===== config.mk =====
export PLATFORM = sky130hd
export DESIGN_NAME = ir_bus_command_if
export DESIGN_NICKNAME = d
export VERILOG_FILES = /design/src/rtl/ir_bus_command_if.sv
export SDC_FILE = /design/constraint.sdc
export NUM_CORES = 1
export LEC_CHECK = 0
export ABC_AREA = 1
export CORE_MARGIN = 2
export CORE_UTILIZATION = 47
export CTS_BUF_LIST = sky130_fd_sc_hd__clkbuf_8
export DETAILED_ROUTE_END_ITERATION = 8
export GPL_TIMING_DRIVEN = 0
export HOLD_SLACK_MARGIN = 0.06
export PLACE_DENSITY = 0.72
export RECOVER_POWER = 25
export SETUP_SLACK_MARGIN = 0.3
export SKIP_LAST_GASP = 1
export SLEW_MARGIN = 20
export SYNTH_ARGS = -nofsm -noshare
export SYNTH_HDL_FRONTEND = slang
export SYNTH_SLANG_ARGS = --single-unit

===== constraint.sdc =====
create_clock -name clk -period 1.5 [get_ports clk]
set_input_delay 0.15 -clock clk [delete_from_list [all_inputs] [get_ports clk]]
set_output_delay 0.15 -clock clk [all_outputs]
set_load 0.01 [all_outputs]

===== src/rtl/ir_bus_command_if.sv =====
`default_nettype none
// +----------------------------------------------------------------------------+
// | ir_bus_command_if: bus-mapped COMMAND/SEND_PACKET front end for the IR tx. |
// | STATUS readback via macro IR_READBACK_EN.   Rev 1.0                        |
// +----------------------------------------------------------------------------+
module ir_bus_command_if #(
  parameter logic [7:0]  BaseAddr    = 8'h90,
  parameter int unsigned SendPeriod  = 5_000_000,
  parameter int unsigned HoldPackets = 20
) (
  input  logic       clk,
  input  logic       rst,
  input  logic [7:0] bus_addr,
  input  logic [7:0] bus_data_in,
  input  logic       bus_we,
  input  logic       bus_re,
  output logic [7:0] bus_data_out,
  output logic       bus_data_oe,
  output logic [3:0] command,
  output logic       send_packet
);

  typedef enum logic [0:0] {DISABLED = 1'b0, RUNNING = 1'b1} state_t;

  localparam int              WD_W       = (HoldPackets < 1) ? 1 : $clog2(HoldPackets + 1);
  localparam logic [22:0]     LAST_COUNT = 23'(SendPeriod - 1);
  localparam logic [WD_W-1:0] WD_LIMIT   = WD_W'(HoldPackets);
  localparam logic [WD_W-1:0] WD_LAST    = WD_W'(HoldPackets - 1);
  localparam logic [7:0]      CMD_ADDR   = BaseAddr;
  localparam logic [7:0]      CTRL_ADDR  = BaseAddr + 8'd1;

  state_t          state;
  state_t          next_state;
  logic [22:0]     period_cnt;
  logic [WD_W-1:0] wd_cnt;
  logic            wd_flag;
  logic            cmd_we;
  logic            ctrl_we;
  logic            one_shot;
  logic            wrap;
  logic            fire;
  logic [3:0]      cmd_clean;

  assign cmd_we   = bus_we && (bus_addr == CMD_ADDR);
  assign ctrl_we  = bus_we && (bus_addr == CTRL_ADDR);
  assign one_shot = ctrl_we && bus_data_in[1];
  assign wrap     = (state == RUNNING) && (period_cnt == LAST_COUNT);

  // Opposing direction bits cancel each other rather than reaching the car.
  assign cmd_clean[1:0] = (bus_data_in[1:0] == 2'b11) ? 2'b00 : bus_data_in[1:0];
  assign cmd_clean[3:2] = (bus_data_in[3:2] == 2'b11) ? 2'b00 : bus_data_in[3:2];

  always_ff @(posedge clk) begin
    if (rst) state <= DISABLED;
    else     state <= next_state;
  end

  // Suppressing on the registered pulse keeps SEND_PACKET from ever going back-to-back.
  always_comb begin
    next_state = state;
    fire       = 1'b0;
    if (ctrl_we) next_state = bus_data_in[0] ? RUNNING : DISABLED;
    fire = (wrap || one_shot) && !send_packet;
  end

  always_ff @(posedge clk) begin
    if (rst) begin
      period_cnt  <= '0;
      send_packet <= 1'b0;
    end else begin
      send_packet <= fire;
      if (one_shot || next_state == DISABLED) period_cnt <= '0;
      else if (state == RUNNING)              period_cnt <= wrap ? 23'd0 : period_cnt + 23'd1;
    end
  end

  always_ff @(posedge clk) begin
    if (rst) begin
      command <= 4'd0;
      wd_cnt  <= '0;
      wd_flag <= 1'b0;
    end else if (cmd_we) begin
      command <= cmd_clean;
      wd_cnt  <= '0;
      wd_flag <= 1'b0;
    end else if (fire && wd_cnt != WD_LIMIT) begin
      wd_cnt <= wd_cnt + 1'b1;
      if (wd_cnt == WD_LAST) begin
        command <= 4'd0;
        wd_flag <= 1'b1;
      end
    end
  end

`ifdef IR_READBACK_EN
  localparam logic [7:0] STAT_ADDR = BaseAddr + 8'd2;
  logic status_rd;
  logic unused_inputs;

  assign status_rd     = bus_re && (bus_addr == STAT_ADDR);
  assign unused_inputs = ^bus_data_in[7:4];

  always_ff @(posedge clk) begin
    if (rst) begin
      bus_data_oe  <= 1'b0;
      bus_data_out <= 8'h00;
    end else begin
      bus_data_oe  <= status_rd;
      bus_data_out <= status_rd ? {2'b00, wd_flag, (state == RUNNING), command} : 8'h00;
    end
  end
`else
  logic unused_inputs;

  assign unused_inputs = ^{bus_data_in[7:4], bus_re};
  assign bus_data_oe   = 1'b0;
  assign bus_data_out  = 8'h00;
`endif

endmodule
`default_nettype wire


==> reports/results.txt <==
Outcome = finished, violations left
Failing checks = negative setup slack
Met1 usage = 25.9%
Yosys cell types = 32
Vias in the first global route = 1797
Chip width = 67.7 um
First-pass GRT wire length = 7690 um
Share of cells above drive strength 1 = 38.4%
Number of diodes = 0
Wirelength, routed = 4990 um
Detail Route Antenna Nets = 0
Core Region = 3940 um2
# H-tree levels = 2
Power share of the combinational group = 4.7%
Commonest cells after routing, fill and taps aside = nand2_1, buf_4, inv_1, nor2_1, dfxtp_1
Hold WS = 0.456 ns
GR Util All Layers = 22.3%
Final core utilization = 72.5%
Filler cells = 307
Setup WS post-layout = -0.00846 ns
Period Utilization, post-route = 101%
Clk pin slew, worst setup/hold paths = 0.07 ns
Register bit count reported by yosys = 34
Min-delay src = bus_data_in[2]
Clk sink count = 34
Final TNS setup = -0.00846 ns
Die area = 4580 um2
Leading cell type in the layout, fill and taps excluded = nand2_1
CP Data Arrival Time = 1.68 ns
Die H = 67.7 um
Overflow after GRT = 0
RSZ-0062 raised after global routing = yes
CTS buffer count = 5
Final HPWL DP = 2960 um
Pwr dens = 587 nW/um2
Reg power frac = 53.3%
Max_cap viols = 0
GRT met2 Usage = 40.0%
Vias per cell = 5.04
Synthesis-to-layout area growth = 49.8%
GP Congestion = 0.917
Int Power = 1.30 mW
Worst Hold Depth = 3
Synth Instances = 270
Nets = 363
CP max FO = 6
Ports = 34
Placed Area = 2210 um2
Net Sw Frac = 22.3%
Clock power frac = 42.0%
Worst Hold Path EP = command[2]
Worst r2r path cells = 8
Initial DRC Count = 109
Final setup violation count = 1
Maximum vdd ir drop = 0.413 mV
Root buffer cell = clkbuf_8
Initial core utilization = 48.4%
Rows = 23
Avg Cell Area, Syn = 7.06 um2
First-pass DRT Iterations = 4
Seq/Total Area, Yosys = 35.7%
Reg2reg end = command[0]
Clock buffer depth = 2
Fmax = 0.663 GHz
Largest net degree at the start of global routing = 11
Synthesized cell area = 1910 um2
M3 GR Usage = 4.33%
Final Hold Fails = 0
WS Path Type = register to register
Design Area, Final = 2860 um2
GRT Max-Usage Layer = met2
DRC errors left = 0
Worst R2R Start = period_cnt[0]
Synthesis warning total = 0
Max-slew violations = 0
Final period demand of the worst path = 1.51 ns
Static Leak = 1.21 nW
CP Launch Type = register
Clock latency on the worst-skew pair = 0.29 ns
Vias = 1972
Reg2Reg Setup Slack = -0.008 ns
Wire per inst = 12.8 um
CTS tree = done
Initial antenna violation count = 0
Setup crit end kind = register
Port Buffers = 19
Clk_skew = 0.00848 ns
Power Total = 1.68 mW
Worst Hold Class = input port to register
Net Switching = 0.373 mW
Required time of the critical path = 1.67 ns
==> final cells by class <==
type                            instances  area (um2)  share of cell area, %
Clock buffer                            6        82.6                   2.89
Tap cell                               50        62.6                   2.19
Buffer                                 10        78.8                   2.76
Multi-Input combinational cell        197        1280                   44.7
Clock inverter                          2        8.76                  0.307
Sequential cell                        34         709                   24.8
Inverter                               37         161                   5.65
Timing Repair Buffer                   55         477                   16.7
==> cells in the mapped netlist <==
| library cell | instances | area share [%] |
|---|---|---|
| o21ai_1 | 1 | 0.26 |
| nand4_1 | 10 | 3.3 |
| nor3_2 | 1 | 0.52 |
| o211ai_1 | 2 | 0.79 |
| inv_1 | 32 | 6.3 |
| o21ai_0 | 4 | 1.0 |
| nor4_2 | 2 | 1.3 |
| nand3_2 | 3 | 1.6 |
| nor2_4 | 2 | 1.2 |
| nand2_4 | 1 | 0.59 |
| a21oi_1 | 14 | 3.7 |
| clkinv_4 | 1 | 0.46 |
| nor3_1 | 8 | 2.1 |
| xor2_1 | 9 | 4.1 |
| dfxtp_1 | 34 | 36 |
| nand3b_1 | 3 | 1.2 |
| a31oi_1 | 1 | 0.33 |
| inv_2 | 4 | 0.79 |
| nand4_2 | 1 | 0.66 |
| nand2_2 | 3 | 0.98 |
| nor3_4 | 1 | 0.85 |
| nor2_2 | 3 | 0.98 |
| nor4_1 | 1 | 0.33 |
| o21bai_1 | 1 | 0.39 |
| o22ai_1 | 1 | 0.33 |
| nand2_1 | 51 | 10 |
| xnor2_1 | 2 | 0.92 |
| ha_1 | 3 | 2.0 |
| nor2_1 | 39 | 7.7 |
| buf_4 | 10 | 3.9 |
| conb_1 | 1 | 0.20 |
| nand3_1 | 21 | 5.5 |
==> worst max-delay path by stage <==
stage	from	endpoint	slack [ns]	cells after the start
final	period_cnt[0]	command[0]	-0.008	8
after global routing	period_cnt[0]	command[0]	-0.10	8
after CTS	period_cnt[0]	wd_cnt[1]	0.02	8
after detailed placement	bus_addr[2]	period_cnt[15]	-0.31	11
after global placement	bus_addr[1]	period_cnt[15]	-0.29	11
after floorplan	period_cnt[1]	wd_cnt[1]	0.09	8
==> sequential cells by signal, summed over array words and instances, names as in the netlist <==
name / flops
send_packet: 1
state: 1
period_cnt: 23
wd_cnt: 5
command: 4
==> critical path: stages, from the launching register on <==
cell and delay, ns:
dfxtp_4 0.36, ha_4 0.14, nand4_1 0.13, nor2_2 0.16, nand3_2 0.13, nand2_4 0.15
nand4_4 0.14, nand3_2 0.12, a21oi_2 0.06
==> routing by layer <==
layer	up-vias	wire, um	part of all wire, %
li1	998	-	-
met1	914	2070	41
met5	-	0	0
met2	49	2580	52
met3	11	228	4.6
met4	0	120	2.4
==> power by group through the flow <==
stage / clock network [mW] / registers, mW / logic (mW)
after floorplan: 0 / 0.923 / 0.0376
after global placement: 0 / 0.923 / 0.0802
after detailed placement: 0 / 0.923 / 0.0805
after CTS: 0.709 / 0.897 / 0.0761
after global routing: 0.745 / 0.893 / 0.0858
final: 0.704 / 0.893 / 0.0784
==> per-stage QoR <==
stage | worst slack (ns) | cells
after global routing | -0.101 | 391
after floorplan | 0.0942 | 278
after CTS | 0.0224 | 380
after detailed placement | -0.311 | 347
final | -0.00846 | 391
after global placement | -0.288 | 347
==> cell families (layout without fill, tap and decap cells) <==
family | Yosys count | after routing | share of synthesized area (%)
other cells | 1 | 9 | 0.197
buf+inv | 47 | 110 | 11.5
fa+ha+maj | 3 | 3 | 1.97
xor+xnor | 11 | 11 | 5.05
compound gates | 24 | 24 | 6.82
simple gates | 150 | 150 | 38.8
flops | 34 | 34 | 35.7
==> what timing repair did <==
item | 4_1_cts | 5_1_grt
pin swaps | 24 | 25
hold buffers | 0 | 0
gates resized for setup | 55 | 40
buffers inserted | 25 | 11
setup endpoints to repair | 38 | 34
hold endpoints to repair | 0 | 0
(Power assumes the default switching activity.)
